[src/rtl/uart_pkg.sv]
// -----------------------------------------------------------------------------
// uart_pkg
// Shared definitions for the UART transmit arbiter:
//   - arb_state_e      : arbiter FSM state encoding
//   - UART_CLOCK_RATE  : system clock rate the UART divider is built for
//   - DEF_*            : default arbiter parameters
//   - cnt_width/max3   : helpers for sizing saturating counters
// -----------------------------------------------------------------------------
package uart_pkg;

    localparam int UART_CLOCK_RATE  = 12_000_000;

    localparam int DEF_NUM_REQ      = 4;
    localparam int DEF_GAP_CYCLES   = 16;
    localparam int DEF_BUSY_TIMEOUT = 64;
    localparam int DEF_LOCK_TIMEOUT = 120_000;

    typedef enum logic [2:0] {
        ST_IDLE      = 3'd0,
        ST_START     = 3'd1,
        ST_WAIT_BUSY = 3'd2,
        ST_WAIT_DONE = 3'd3,
        ST_GAP       = 3'd4
    } arb_state_e;

    // Bits needed to hold the value max_val (at least 1).
    function automatic int cnt_width(input int max_val);
        return (max_val < 1) ? 1 : $clog2(max_val + 1);
    endfunction

    function automatic int max3(input int a, input int b, input int c);
        int m;
        m = (a > b) ? a : b;
        return (m > c) ? m : c;
    endfunction

endpackage

[src/rtl/rr_picker.sv]
// -----------------------------------------------------------------------------
// rr_picker
// Combinational round-robin find-first: returns the first asserted request
// found when searching upward from ptr_i, wrapping at NUM_REQ.
// Ports:
//   req_i   [NUM_REQ-1:0]        request vector
//   ptr_i   [$clog2(NUM_REQ)-1:0] search start index (must be < NUM_REQ)
//   valid_o                      any request asserted
//   idx_o   [$clog2(NUM_REQ)-1:0] index of the winner (0 when none)
// -----------------------------------------------------------------------------
module rr_picker #(
    parameter int NUM_REQ = 4
) (
    input  logic [NUM_REQ-1:0]         req_i,
    input  logic [$clog2(NUM_REQ)-1:0] ptr_i,
    output logic                       valid_o,
    output logic [$clog2(NUM_REQ)-1:0] idx_o
);

    localparam int IDX_W = $clog2(NUM_REQ);

    // One extra bit so ptr + offset cannot overflow before the modulo fold.
    logic [IDX_W:0]   cand_sum [NUM_REQ];
    logic [IDX_W-1:0] cand_idx [NUM_REQ];
    logic [NUM_REQ-1:0] cand_hit;

    genvar gi;
    generate
        for (gi = 0; gi < NUM_REQ; gi++) begin : g_cand
            assign cand_sum[gi] = {1'b0, ptr_i} + (IDX_W+1)'(gi);
            assign cand_idx[gi] = (cand_sum[gi] >= (IDX_W+1)'(NUM_REQ))
                                ? IDX_W'(cand_sum[gi] - (IDX_W+1)'(NUM_REQ))
                                : IDX_W'(cand_sum[gi]);
            assign cand_hit[gi] = req_i[cand_idx[gi]];
        end
    endgenerate

    // Walk offsets from farthest to nearest so the nearest hit wins.
    always_comb begin
        valid_o = 1'b0;
        idx_o   = '0;
        for (int k = NUM_REQ - 1; k >= 0; k--) begin
            if (cand_hit[k]) begin
                valid_o = 1'b1;
                idx_o   = cand_idx[k];
            end
        end
    end

endmodule

[src/rtl/uart_tx_arbiter.sv]
// -----------------------------------------------------------------------------
// uart_tx_arbiter
// Round-robin arbiter sharing one Uart8 transmitter between NUM_REQ byte
// producers. Sequences txStart -> txBusy -> txDone and supports locked
// multi-byte packets (reqLast=0 keeps the grant on the same requester).
// Ports:
//   clk_i, rstN_i              clock, asynchronous active-low reset
//   reqValid_i [NUM_REQ]       requester i has a byte
//   reqData_i  [8*NUM_REQ]     byte of requester i at [8i+7:8i]
//   reqLast_i  [NUM_REQ]       byte ends its packet (0 requests a lock)
//   reqReady_o [NUM_REQ]       one-cycle accept pulse
//   grantId_o                  current/last granted requester
//   locked_o                   packet lock held
//   errPulse_o                 one-cycle busy-timeout / lock-timeout pulse
//   txEn_o, txStart_o, txIn_o  UART tx controls
//   txBusy_i, txDone_i         UART status
// -----------------------------------------------------------------------------
module uart_tx_arbiter
    import uart_pkg::*;
#(
    parameter int NUM_REQ      = DEF_NUM_REQ,
    parameter int GAP_CYCLES   = DEF_GAP_CYCLES,
    parameter int BUSY_TIMEOUT = DEF_BUSY_TIMEOUT,
    parameter int LOCK_TIMEOUT = DEF_LOCK_TIMEOUT
) (
    input  logic                       clk_i,
    input  logic                       rstN_i,
    input  logic [NUM_REQ-1:0]         reqValid_i,
    input  logic [8*NUM_REQ-1:0]       reqData_i,
    input  logic [NUM_REQ-1:0]         reqLast_i,
    output logic [NUM_REQ-1:0]         reqReady_o,
    output logic [$clog2(NUM_REQ)-1:0] grantId_o,
    output logic                       locked_o,
    output logic                       errPulse_o,
    output logic                       txEn_o,
    output logic                       txStart_o,
    output logic [7:0]                 txIn_o,
    input  logic                       txBusy_i,
    input  logic                       txDone_i
);

    localparam int IDX_W   = $clog2(NUM_REQ);
    localparam int CNT_MAX = max3(GAP_CYCLES, BUSY_TIMEOUT, LOCK_TIMEOUT);
    localparam int CNT_W   = cnt_width(CNT_MAX);

    // Counter compares against limit-1: the counter reads 0 in the first
    // cycle of a state, so reaching N-1 means N cycles have elapsed.
    localparam logic [CNT_W-1:0] GAP_LIM  = CNT_W'((GAP_CYCLES   > 0) ? GAP_CYCLES   - 1 : 0);
    localparam logic [CNT_W-1:0] BUSY_LIM = CNT_W'((BUSY_TIMEOUT > 0) ? BUSY_TIMEOUT - 1 : 0);
    localparam logic [CNT_W-1:0] LOCK_LIM = CNT_W'((LOCK_TIMEOUT > 0) ? LOCK_TIMEOUT - 1 : 0);
    localparam logic [IDX_W-1:0] LAST_IDX = IDX_W'(NUM_REQ - 1);

    arb_state_e         state_q, state_d;
    logic [CNT_W-1:0]   cnt_q, cnt_d;
    logic [IDX_W-1:0]   grant_q, grant_d;
    logic               have_grant_q, have_grant_d;
    logic               locked_q, locked_d;
    logic [7:0]         tx_in_q, tx_in_d;
    logic [NUM_REQ-1:0] ready_q, ready_d;
    logic               tx_start_q, tx_start_d;
    logic               err_q, err_d;
    logic               tx_en_q;

    logic [IDX_W-1:0]   rr_ptr;
    logic [IDX_W-1:0]   pick_idx;
    logic               pick_valid;
    logic               take;
    logic [IDX_W-1:0]   take_idx;

    // Search starts just past the last grant; before any grant, at 0.
    assign rr_ptr = !have_grant_q          ? '0 :
                    (grant_q == LAST_IDX)  ? '0 : grant_q + 1'b1;

    rr_picker #(
        .NUM_REQ (NUM_REQ)
    ) u_picker (
        .req_i   (reqValid_i),
        .ptr_i   (rr_ptr),
        .valid_o (pick_valid),
        .idx_o   (pick_idx)
    );

    always_comb begin
        state_d      = state_q;
        cnt_d        = (&cnt_q) ? cnt_q : cnt_q + 1'b1;
        grant_d      = grant_q;
        have_grant_d = have_grant_q;
        locked_d     = locked_q;
        tx_in_d      = tx_in_q;
        ready_d      = '0;
        tx_start_d   = 1'b0;
        err_d        = 1'b0;
        take         = 1'b0;
        take_idx     = grant_q;

        unique case (state_q)
            ST_IDLE: begin
                if (locked_q) begin
                    // Only the lock holder is eligible; the counter runs
                    // while it has nothing to send.
                    if (reqValid_i[grant_q]) begin
                        take = 1'b1;
                    end else if (cnt_q >= LOCK_LIM) begin
                        locked_d = 1'b0;
                        err_d    = 1'b1;
                    end
                end else if (pick_valid) begin
                    take     = 1'b1;
                    take_idx = pick_idx;
                end

                if (take) begin
                    grant_d           = take_idx;
                    have_grant_d      = 1'b1;
                    tx_in_d           = reqData_i[8*take_idx +: 8];
                    ready_d[take_idx] = 1'b1;
                    locked_d          = !reqLast_i[take_idx];
                    tx_start_d        = 1'b1;
                    state_d           = ST_START;
                end
            end

            ST_START: begin
                state_d = ST_WAIT_BUSY;
            end

            ST_WAIT_BUSY: begin
                if (txBusy_i) begin
                    state_d = ST_WAIT_DONE;
                end else if (cnt_q >= BUSY_LIM) begin
                    // Byte is dropped; the packet lock goes with it.
                    err_d    = 1'b1;
                    locked_d = 1'b0;
                    state_d  = (GAP_CYCLES == 0) ? ST_IDLE : ST_GAP;
                end
            end

            ST_WAIT_DONE: begin
                if (txDone_i) begin
                    state_d = (locked_q || GAP_CYCLES == 0) ? ST_IDLE : ST_GAP;
                end
            end

            ST_GAP: begin
                if (cnt_q >= GAP_LIM) begin
                    state_d = ST_IDLE;
                end
            end

            default: begin
                state_d = ST_IDLE;
            end
        endcase

        if (state_d != state_q) begin
            cnt_d = '0;
        end
    end

    always_ff @(posedge clk_i or negedge rstN_i) begin
        if (!rstN_i) begin
            state_q      <= ST_IDLE;
            cnt_q        <= '0;
            grant_q      <= '0;
            have_grant_q <= 1'b0;
            locked_q     <= 1'b0;
            tx_in_q      <= '0;
            ready_q      <= '0;
            tx_start_q   <= 1'b0;
            err_q        <= 1'b0;
            tx_en_q      <= 1'b0;
        end else begin
            state_q      <= state_d;
            cnt_q        <= cnt_d;
            grant_q      <= grant_d;
            have_grant_q <= have_grant_d;
            locked_q     <= locked_d;
            tx_in_q      <= tx_in_d;
            ready_q      <= ready_d;
            tx_start_q   <= tx_start_d;
            err_q        <= err_d;
            tx_en_q      <= 1'b1;
        end
    end

    assign reqReady_o = ready_q;
    assign grantId_o  = grant_q;
    assign locked_o   = locked_q;
    assign errPulse_o = err_q;
    assign txEn_o     = tx_en_q;
    assign txStart_o  = tx_start_q;
    assign txIn_o     = tx_in_q;

endmodule

[config.mk]
export PLATFORM = sky130hd
export DESIGN_NAME = uart_tx_arbiter
export DESIGN_NICKNAME = d
export VERILOG_FILES = /design/src/rtl/uart_pkg.sv /design/src/rtl/rr_picker.sv /design/src/rtl/uart_tx_arbiter.sv
export SDC_FILE = /design/constraint.sdc
export NUM_CORES = 1
export LEC_CHECK = 0
export CAP_MARGIN = 20
export CORE_MARGIN = 3
export CORE_UTILIZATION = 45
export DETAILED_ROUTE_END_ITERATION = 8
export MAX_ROUTING_LAYER = met4
export PLACE_DENSITY = 0.73
export SYNTH_ARGS = -nofsm -noshare
export SYNTH_HDL_FRONTEND = slang
export SYNTH_SLANG_ARGS = --single-unit
[constraint.sdc]
create_clock -name clk_i -period 4.6 [get_ports clk_i]
set_input_delay 0.92 -clock clk_i [delete_from_list [all_inputs] [get_ports clk_i]]
set_output_delay 0.92 -clock clk_i [all_outputs]
set_load 0.1 [all_outputs]
==> impl_metrics.ini <==
[status]
status = complete, no violations

[clock_tree]
clock_latency_ps = 280
post_cts_buffers = 0
cts_made_buffers = 5
cts-resized-gates = 0
clockBufferDepth = 2
cts.sinks = 39
clock_tree.root_cell = clkbuf_8
hold_buffers = 0
h-tree-depth = 2
cts_tree = done
clkTransAtPathRegs_ps = 70

[route]
viasPerCell = 5.48
drt-initial-drc-count = 87
topRoutingLayerUsed = met4
drc = 0
vias = 2034
dr_wl_met3_um = 408
wirelength_um = 5450
wl_met2_um = 2480
met1_length_um = 2510
wire_per_inst_um = 14.7
ant_nets = 0
drt_first_pass_iters = 4

[grt]
grt_overflow_total = 0
antenna_found_initial = 0
grt_pass1_vias = 2062
grt_usage_pct = 19.3
grt_pass1_wl_um = 9340
grt_max_degree = 40

[synth]
postSynth.asyncResetShare_pct = 100
syn_area_per_cell_um2 = 9.56
syn_nets = 292
synth.largest_area_cell = dfrtp_1
synth.most_common_cell = dfrtp_1
synthTopCellsByCount = dfrtp_1, nor2_1, nand2_1
synth-seq-cells = 39
yosysTopAreaCellShare_pct = 41.7
ys_types = 57
ys.flop_type = dfrtp_1
yosys-top-cells-area = dfrtp_1, mux2i_1, nor2_1
synth_edf_count = 0
synth_area_um2 = 2340
syn_inst = 245
yosysSeqAreaShare_pct = 41.7
ys_warn_count = 0

[placement]
port_buffers = 61
dp.cells = 363
post-dp-hpwl_um = 4140
gp_congestion = 0.801
pre_cts_ws_ps = 1150

[die]
fp.dieW_um = 78.1
num_rows = 25
pin_count = 62
die_y_um = 78.1
core-area_um2 = 4880
start_util_pct = 48.0
die_area_um2 = 6110

[worst_setup_path]
cp-start-kind = input port
path_class = in2reg
rrSetupSlack_ps = 1820
crit_chain = clkdlybuf4s50_1 -> mux4_2 -> a21o_2 -> nand2_1 -> inv_1 -> nand2_1 -> o221ai_1
worstPathRequired_ps = 4740
path_buf_inv = 2
crit_slowest_cell = mux4_2
rr_worst_depth = 7
cp.arrival_ps = 3290
end_kind = flip-flop
critPathMaxStageDelay_ps = 550
crit_fanout = 15
cp_top_family = simple AND/OR/NAND/NOR gates
crit_top_cell = nand2_1
reg2reg_to = txIn_o[1]
rr_startpoint = grantId_o[0]

[power_and_ir_drop]
clkPwrFrac_pct = 10.9
pwr-share-seq_pct = 25.7
powerDensity_nw_per_um2 = 667
switchingPower_uw = 1080
cellLeakagePower_uw = 0.00129
p_sw_share_pct = 53.1
peakVddDrop_v = 0.000500
combPwrFrac_pct = 63.5
p_int_uw = 955

[sta]
fmax_ghz = 0.318
worst_pin_slew_ps = 1010
period_share_pct = 68.4
fin_setup_tns_ps = 0
final-max-slew-violation-count = 0
skew_ps = 6.11
period_needed_ps = 3150
finalSetupViolCount = 0
hold_viol_final = 0
relSlewSlack_pct = 32.7
setup_ws_ps = 1450
rsz0062_at_grt = false

[hold_path]
whs_endpoint = txIn_o[3]
hold_start = txIn_o[3]
min_path_type = reg2reg
hold_depth = 2

[layout]
n_fill_cell = 466
drive_gt1_share_pct = 6.25
final_nets = 350
fin_cells = 371
syn_to_final_growth_pct = 30.4
antenna_cells = 0

[run]
cap_violations = 0
-- worst min-delay path, cell delays in order, from the launching register on --
cell	delay [ps]
dfrtp_1	340
nand2_1	50
o221ai_1	60
-- layout make-up --
cell class              instances  area (µm²)  area share (%)
flip-flops and latches         39         976            31.9
repair buffers                 61         606            19.8
clock buffers                   6        72.6            2.38
inverters                       7        26.3           0.860
clock inverters                 2        12.5           0.410
multi-input cells             189        1280            41.9
well taps                      67        83.8            2.74
-- per-layer routing --
metal	global-route usage, %	up-vias
met5	-	-
met4	4.37	0
met3	6.42	6
met2	29.7	55
met1	25.0	964
li1	-	1009
-- layout by cell type (no fill, tap or decap), drive strengths merged, types with 2 or more instances in the layout --
master         count
a2111o             2
a21o               3
a21oi             12
and3               5
clkbuf             6
clkdlybuf4s50     60
dfrtp             39
ha                 3
inv                7
mux2i             18
nand2             24
nand2b             3
nand3              5
nand4              5
nor2              27
nor2b              5
nor3               8
nor3b              3
nor4               4
nor4b              2
o211ai             3
o21ai              7
o221ai             9
or2                2
or3                2
or3b               2
xnor2              5
xor2              10
-- logic make-up (layout without fill, tap and decap cells) --
kind of cell	after synthesis	count (layout)	share of synthesized area, %
adder cells (fa/ha/maj)	3	3	1.60
other	1	1	0.160
AND/OR/NAND/NOR	102	102	22.2
flip-flops	39	39	41.7
XOR/XNOR	15	15	5.61
buffers and inverters	17	76	3.74
multiplexers	20	20	9.29
AO/OA/AOI/OAI	48	48	15.7
-- state kept, by name, indices dropped and copies added, names as in the netlist --
register / flops
grantId_o: 2
cnt_q: 17
reqReady_o: 4
locked_o: 1
txIn_o: 8
state_q: 3
errPulse_o: 1
have_grant_q: 1
txStart_o: 1
txEn_o: 1
-- power by group through the flow --
stage | clock network, µW | logic [µW] | registers, µW
global placement | 0 | 1300 | 530
detailed placement | 0 | 1300 | 530
finish | 221 | 1290 | 523
floorplan | 0 | 646 | 927
CTS | 231 | 1300 | 523
global route | 245 | 1390 | 542
-- how the worst max path moves through the flow --
| stage | slack (ps) | to | depth (start not counted) | startpoint |
|---|---|---|---|---|
| 6_report | 1450 | txIn_o[4] | 7 | reqValid_i[2] |
| 5_1_grt | 1210 | txIn_o[5] | 8 | reqValid_i[3] |
| 4_1_cts | 1440 | txIn_o[4] | 7 | reqValid_i[2] |
| 3_3_place_gp | 1180 | txIn_o[4] | 7 | reqValid_i[2] |
| 3_5_place_dp | 1150 | txIn_o[2] | 7 | reqValid_i[2] |
| 2_1_floorplan | 1820 | locked_o | 6 | grantId_o[0] |
-- stage by stage --
stage,area (µm²),hold slack (ps),utilization (%),power [µW]
floorplan,2340,538,-,1570
global placement,2970,471,60.9,1830
detailed placement,2970,475,60.9,1830
CTS,3060,491,62.6,2060
global route,3060,530,62.6,2180
finish,3060,486,62.6,2040
(Power assumes the default switching activity.)
